### src/rtl/writeback_stage_pkg.sv
// Shared encodings for the writeback stage: load funct3 codes and FSM states.
package writeback_stage_pkg;

  localparam logic [2:0] F3_LB  = 3'b000;
  localparam logic [2:0] F3_LH  = 3'b001;
  localparam logic [2:0] F3_LW  = 3'b010;
  localparam logic [2:0] F3_LBU = 3'b100;
  localparam logic [2:0] F3_LHU = 3'b101;

  typedef enum logic [1:0] {
    ST_IDLE     = 2'd0,
    ST_WAIT_MEM = 2'd1,
    ST_WRITE    = 2'd2
  } wb_state_t;

endpackage

### src/rtl/writeback_stage_load_align.sv
// Lane select and sign/zero extension of a word-aligned DMEM read, plus the
// misalignment / illegal-funct3 check for the requested load type.
module load_align
  import writeback_stage_pkg::*;
#(
  parameter int bits = 32
) (
  input  logic [bits-1:0] word,
  input  logic [1:0]      addr,
  input  logic [2:0]      funct3,
  output logic [bits-1:0] data,
  output logic            misalign
);

  logic signed [7:0]  byte_lane;
  logic signed [15:0] half_lane;

  always_comb begin
    byte_lane = word[{addr, 3'b000} +: 8];
    half_lane = word[{addr[1], 4'b0000} +: 16];
    data      = word;
    misalign  = 1'b0;
    case (funct3)
      F3_LB:  data = bits'(byte_lane);
      F3_LBU: data = bits'($unsigned(byte_lane));
      F3_LH: begin
        data     = bits'(half_lane);
        misalign = addr[0];
      end
      F3_LHU: begin
        data     = bits'($unsigned(half_lane));
        misalign = addr[0];
      end
      F3_LW:  misalign = (addr != 2'b00);
      // 011, 110, 111 are not loads this stage can retire
      default: misalign = 1'b1;
    endcase
  end

endmodule

### src/rtl/writeback_stage.sv
// Final core stage: retires ALU results and load responses into the register
// file write port, tracking the in-flight destination for hazard logic.
module writeback_stage
  import writeback_stage_pkg::*;
#(
  parameter int bits            = 32,
  parameter int no_of_registers = 32,
  parameter int mem_timeout     = 15,
  localparam int rd_w           = $clog2(no_of_registers)
) (
  input  logic            clk,
  input  logic            async_reset,
  input  logic            issue_valid,
  output logic            issue_ready,
  input  logic [rd_w-1:0] issue_rd,
  input  logic            issue_is_load,
  input  logic [2:0]      issue_funct3,
  input  logic [bits-1:0] issue_result,
  input  logic            mem_rvalid,
  input  logic [bits-1:0] mem_rdata,
  output logic [rd_w-1:0] write_en,
  output logic [bits-1:0] write_data,
  output logic            reg_en,
  output logic [rd_w-1:0] busy_rd,
  output logic            load_err
);

  localparam logic [7:0] CNT_LAST = 8'(mem_timeout - 1);

  wb_state_t       state;
  logic [rd_w-1:0] rd_q;
  logic [2:0]      funct3_q;
  logic [1:0]      addr_q;
  logic [7:0]      cnt;

  logic            accept;
  logic            waiting;
  logic [1:0]      align_addr;
  logic [2:0]      align_funct3;
  logic [bits-1:0] align_data;
  logic            align_misalign;

  assign waiting     = (state == ST_WAIT_MEM);
  assign issue_ready = !waiting;
  assign accept      = issue_valid && issue_ready;
  assign busy_rd     = (state == ST_IDLE) ? '0 : rd_q;

  // One aligner serves both the issue-time misalign check and the response path
  assign align_addr   = waiting ? addr_q   : issue_result[1:0];
  assign align_funct3 = waiting ? funct3_q : issue_funct3;

  load_align #(.bits(bits)) u_load_align (
    .word     (mem_rdata),
    .addr     (align_addr),
    .funct3   (align_funct3),
    .data     (align_data),
    .misalign (align_misalign)
  );

  always_ff @(posedge clk or negedge async_reset) begin
    if (!async_reset) begin
      state      <= ST_IDLE;
      rd_q       <= '0;
      funct3_q   <= '0;
      addr_q     <= '0;
      cnt        <= '0;
      write_en   <= '0;
      write_data <= '0;
      reg_en     <= 1'b0;
      load_err   <= 1'b0;
    end else begin
      reg_en   <= 1'b0;
      load_err <= 1'b0;
      case (state)
        ST_WAIT_MEM: begin
          // A response on the expiring cycle still wins over the timeout
          if (mem_rvalid) begin
            state <= ST_WRITE;
            if (rd_q != '0) begin
              reg_en     <= 1'b1;
              write_en   <= rd_q;
              write_data <= align_data;
            end
          end else if (cnt == CNT_LAST) begin
            state    <= ST_IDLE;
            load_err <= 1'b1;
          end else begin
            cnt <= cnt + 8'd1;
          end
        end
        default: begin
          if (accept) begin
            rd_q <= issue_rd;
            if (!issue_is_load) begin
              state <= ST_WRITE;
              if (issue_rd != '0) begin
                reg_en     <= 1'b1;
                write_en   <= issue_rd;
                write_data <= issue_result;
              end
            end else if (align_misalign) begin
              state    <= ST_IDLE;
              load_err <= 1'b1;
            end else begin
              state    <= ST_WAIT_MEM;
              funct3_q <= issue_funct3;
              addr_q   <= issue_result[1:0];
              cnt      <= '0;
            end
          end else begin
            state <= ST_IDLE;
          end
        end
      endcase
    end
  end

endmodule

### config.mk
export PLATFORM = sky130hd
export DESIGN_NAME = writeback_stage
export DESIGN_NICKNAME = d
export VERILOG_FILES = /design/src/rtl/writeback_stage_pkg.sv /design/src/rtl/writeback_stage_load_align.sv /design/src/rtl/writeback_stage.sv
export SDC_FILE = /design/constraint.sdc
export NUM_CORES = 1
export LEC_CHECK = 0
export BUFFER_PORTS_ARGS = -buffer_cell sky130_fd_sc_hd__buf_2
export CORE_AREA = 2 2 90 92
export DETAILED_ROUTE_END_ITERATION = 10
export DIE_AREA = 0 0 92 94
export PLACE_DENSITY = 0.75
export SLEW_MARGIN = 20
export SYNTH_ARGS = -nofsm -noshare
export SYNTH_HDL_FRONTEND = slang
export SYNTH_SLANG_ARGS = --single-unit
### constraint.sdc
create_clock -name clk -period 2.14 [get_ports clk]
set_clock_uncertainty 0.05 [all_clocks]
set_input_delay 0.428 -clock clk [delete_from_list [all_inputs] [get_ports clk]]
set_output_delay 0.428 -clock clk [all_outputs]
set_load 0.02 [all_outputs]
==> flow_summary.yaml <==
timing:
  timing.fmax_mhz: 476
  period_minus_slack_ps: 2100
  layout_setup_ws_ps: 38.1
  worst_pin_slew_ps: 703
  finalHoldViolations: 0
  period_share: 0.982
  relSlewSlack: 0.532
  drv_slew: 0
  setup_viol: 0
final_layout:
  layout_commonest_cell: "buf_2"
  nets: 617
  synthToLayoutAreaGrowth_pct: 35.6
  fin_util: 0.597
  drive_gt1_frac: 0.377
  fin_cells: 643
  final_area_mm2: 0.00454
  antennaDiodeCount: 0
  final_cell_mix: "121 x buf_2, 71 x nand2_1, 59 x dfrtp_1"
die:
  start_util: 0.440
  fp.dieW_um: 92
  die_area_mm2: 0.00865
  rows: 32
  core_mm2: 0.00761
  io_pins: 122
  die_height_um: 94
routing:
  post-route-drc-count: 0
  drt_iter0_drc: 270
  via_per_inst: 5.52
  wl_per_cell_um: 16.2
  num_vias: 3547
  ant_nets: 0
  drt_wl_total_mm: 10.4
  dr.pass1.iters: 6
clock_tree:
  clock_sinks: 59
  h-tree-depth: 3
  hold_buffers: 0
  cts_root_buffer: "clkbuf_8"
  cts_buffer_depth: 2
  cts.reportedPaths.clkPinSlew_ps: 70
  cts_tree: "built"
  numCtsBuffers: 9
  clk_latency_ps: 350
synthesis:
  synth-edff-count: 0
  synthAdderAreaFrac: 0.00747
  netlist_area_mm2: 0.00335
  ys_seq_elements: 59
  synthArstFlopShare: 1.00
  synth_compound_area_frac: 0.232
  synth_top_family_by_area: "compound AO/OA/AOI/OAI gates"
  syn-mean-instance-area_um2: 8.54
  synthFlopType: "dfrtp_1"
  yosysUniqueCellTypes: 52
  yosysWarnings: 0
  ys_seq_area_frac: 0.441
  yosys.area_share.simple: 0.198
  synth_nets: 471
  synth_xor_area_frac: 0.0105
  netlist_instances: 392
  synthMuxAreaShare: 0.0657
global_routing:
  grt_util_met3: 0.0409
  grt_util_all_layers: 0.237
  globalRouteOverflowTotal: 0
  grt_pass1_vias: 3278
  grt.met1_usage: 0.323
  met2_usage: 0.369
  grt_max_degree: 58
  grt_pass1_wl_mm: 16.0
  antenna_found_initial: 0
  busiest_layer: "met2"
placed_design:
  place_ws_ps: -60.6
  dp_cells: 625
  place_congestion: 0.916
  dpl_cell_area_mm2: 0.00424
  port-buffer-count: 121
  dp_hpwl_mm: 7.60
min_path:
  hold_path_class: "input pin to asynchronous set/reset pin"
setup_path:
  ff2ff_path_depth: 7
  critPathLaunchType: "flip-flop"
  worst_ep_required_time_ps: 2310
  critPathArrivalTime_ps: 2270
  path_max_fanout: 6
  cp-end-kind: "flip-flop"
  critical_path_class: "flip-flop to flip-flop"
pwr:
  totalPowerFinal_w: 0.00409
  p_leak_nw: 2.14
  powerDensity_mw_per_mm2: 901
  peakVddDrop_mv: 0.388
run_status:
  outcome: "complete, no violations"
run:
  cap_violations: 0
-- worst paths after layout --
check | startpoint | to | slack, ps
worst max-delay path | state[1]$_DFFE_PN0P_ | funct3_q[2]$_DFFE_PN0P_ | 40
worst min-delay path | async_reset | write_data[19]$_DFFE_PN0P_ | 80
worst max register to register | state[1]$_DFFE_PN0P_ | funct3_q[2]$_DFFE_PN0P_ | 40
worst min register to register | write_data[7]$_DFFE_PN0P_ | write_data[7]$_DFFE_PN0P_ | 440
max in group asynchronous | async_reset | funct3_q[1]$_DFFE_PN0P_ | 1350
min in group clk | mem_rvalid | load_err$_DFF_PN0_ | 260
-- power breakdown --
part           leakage (nW)  internal, W  switching, W
sequential            0.701      0.00139      0.000165
combinational          1.35     0.000639       0.00100
clock                0.0908     0.000464      0.000435
total                  2.14      0.00249       0.00160
-- worst max-delay path, cell delays in order (launching register included) --
cell,delay (ps)
dfrtp_1,420
nor2b_4,160
inv_4,70
mux2_4,310
o31ai_2,260
nor3b_4,200
buf_4,170
mux2_1,330
-- per-layer routing --
layer | vias to the layer above | part of all wire
met1 | 1652 | 0.42
met4 | 0 | 0.019
met3 | 21 | 0.076
li1 | 1691 | -
met2 | 183 | 0.48
met5 | - | 0
-- layout make-up --
class	count	area [um^2]
Fill cell	658	3070
Multi-Input combinational cell	301	1810
Sequential cell	59	1480
Timing Repair Buffer	158	927
Clock buffer	11	151
Tap cell	102	128
Inverter	9	36.3
Clock inverter	3	15.0
-- sequential cells by signal, summed over array words and instances, names as in the netlist, 2 cells and up --
| register | count |
|---|---|
| write_data | 32 |
| cnt | 8 |
| rd_q | 5 |
| write_en | 5 |
| funct3_q | 3 |
| addr_q | 2 |
| state | 2 |
-- metrics by stage --
stage	hold slack [ps]	setup TNS, ps
2_1_floorplan	82.4	0
3_3_place_gp	415	0
3_5_place_dp	427	-241
4_1_cts	99.4	0
5_1_grt	126	-147
6_report	79.3	0
-- cells by family (layout without fill, tap and decap cells) --
kind of cell	Yosys count	count (layout)
and+or+nand+nor	147	147
AOI/OAI and AO/OA	128	128
adders and majority gates	2	2
xor gates and xnor gates	4	4
DFF	59	59
muxes	20	20
buffers and inverters	32	181
-- cells in the mapped netlist (2+ instances only) --
master | count | area share
or3_1 | 3 | 0.0056
mux2_1 | 3 | 0.010
a211oi_2 | 2 | 0.0075
nand3_1 | 4 | 0.0060
mux2_2 | 6 | 0.020
o32ai_1 | 2 | 0.0052
xor2_1 | 4 | 0.010
dfrtp_1 | 59 | 0.44
ha_1 | 2 | 0.0075
nor2_1 | 41 | 0.046
o21ai_1 | 2 | 0.0030
o211ai_1 | 2 | 0.0045
clkbuf_1 | 12 | 0.013
nand2_1 | 71 | 0.080
buf_4 | 3 | 0.0067
o22ai_1 | 6 | 0.011
nand4_1 | 2 | 0.0037
a31oi_1 | 7 | 0.013
nor3_1 | 6 | 0.0090
o21ai_0 | 35 | 0.052
a21oi_1 | 43 | 0.064
buf_6 | 2 | 0.0067
buf_2 | 5 | 0.0075
o221ai_1 | 9 | 0.024
a211oi_1 | 2 | 0.0045
a22oi_1 | 8 | 0.018
mux2i_1 | 9 | 0.027
nand2b_1 | 2 | 0.0037
and3_1 | 4 | 0.0075
o22a_1 | 3 | 0.0078
nor2b_1 | 6 | 0.011
inv_1 | 7 | 0.0078
-- what timing repair did --
item	in CTS	in global routing
setup endpoints to repair	10	40
endpoints found under the hold margin	0	0
setup buffers	2	2
gates resized for setup	5	20
pin swaps	3	3
(Power assumes the default switching activity.)
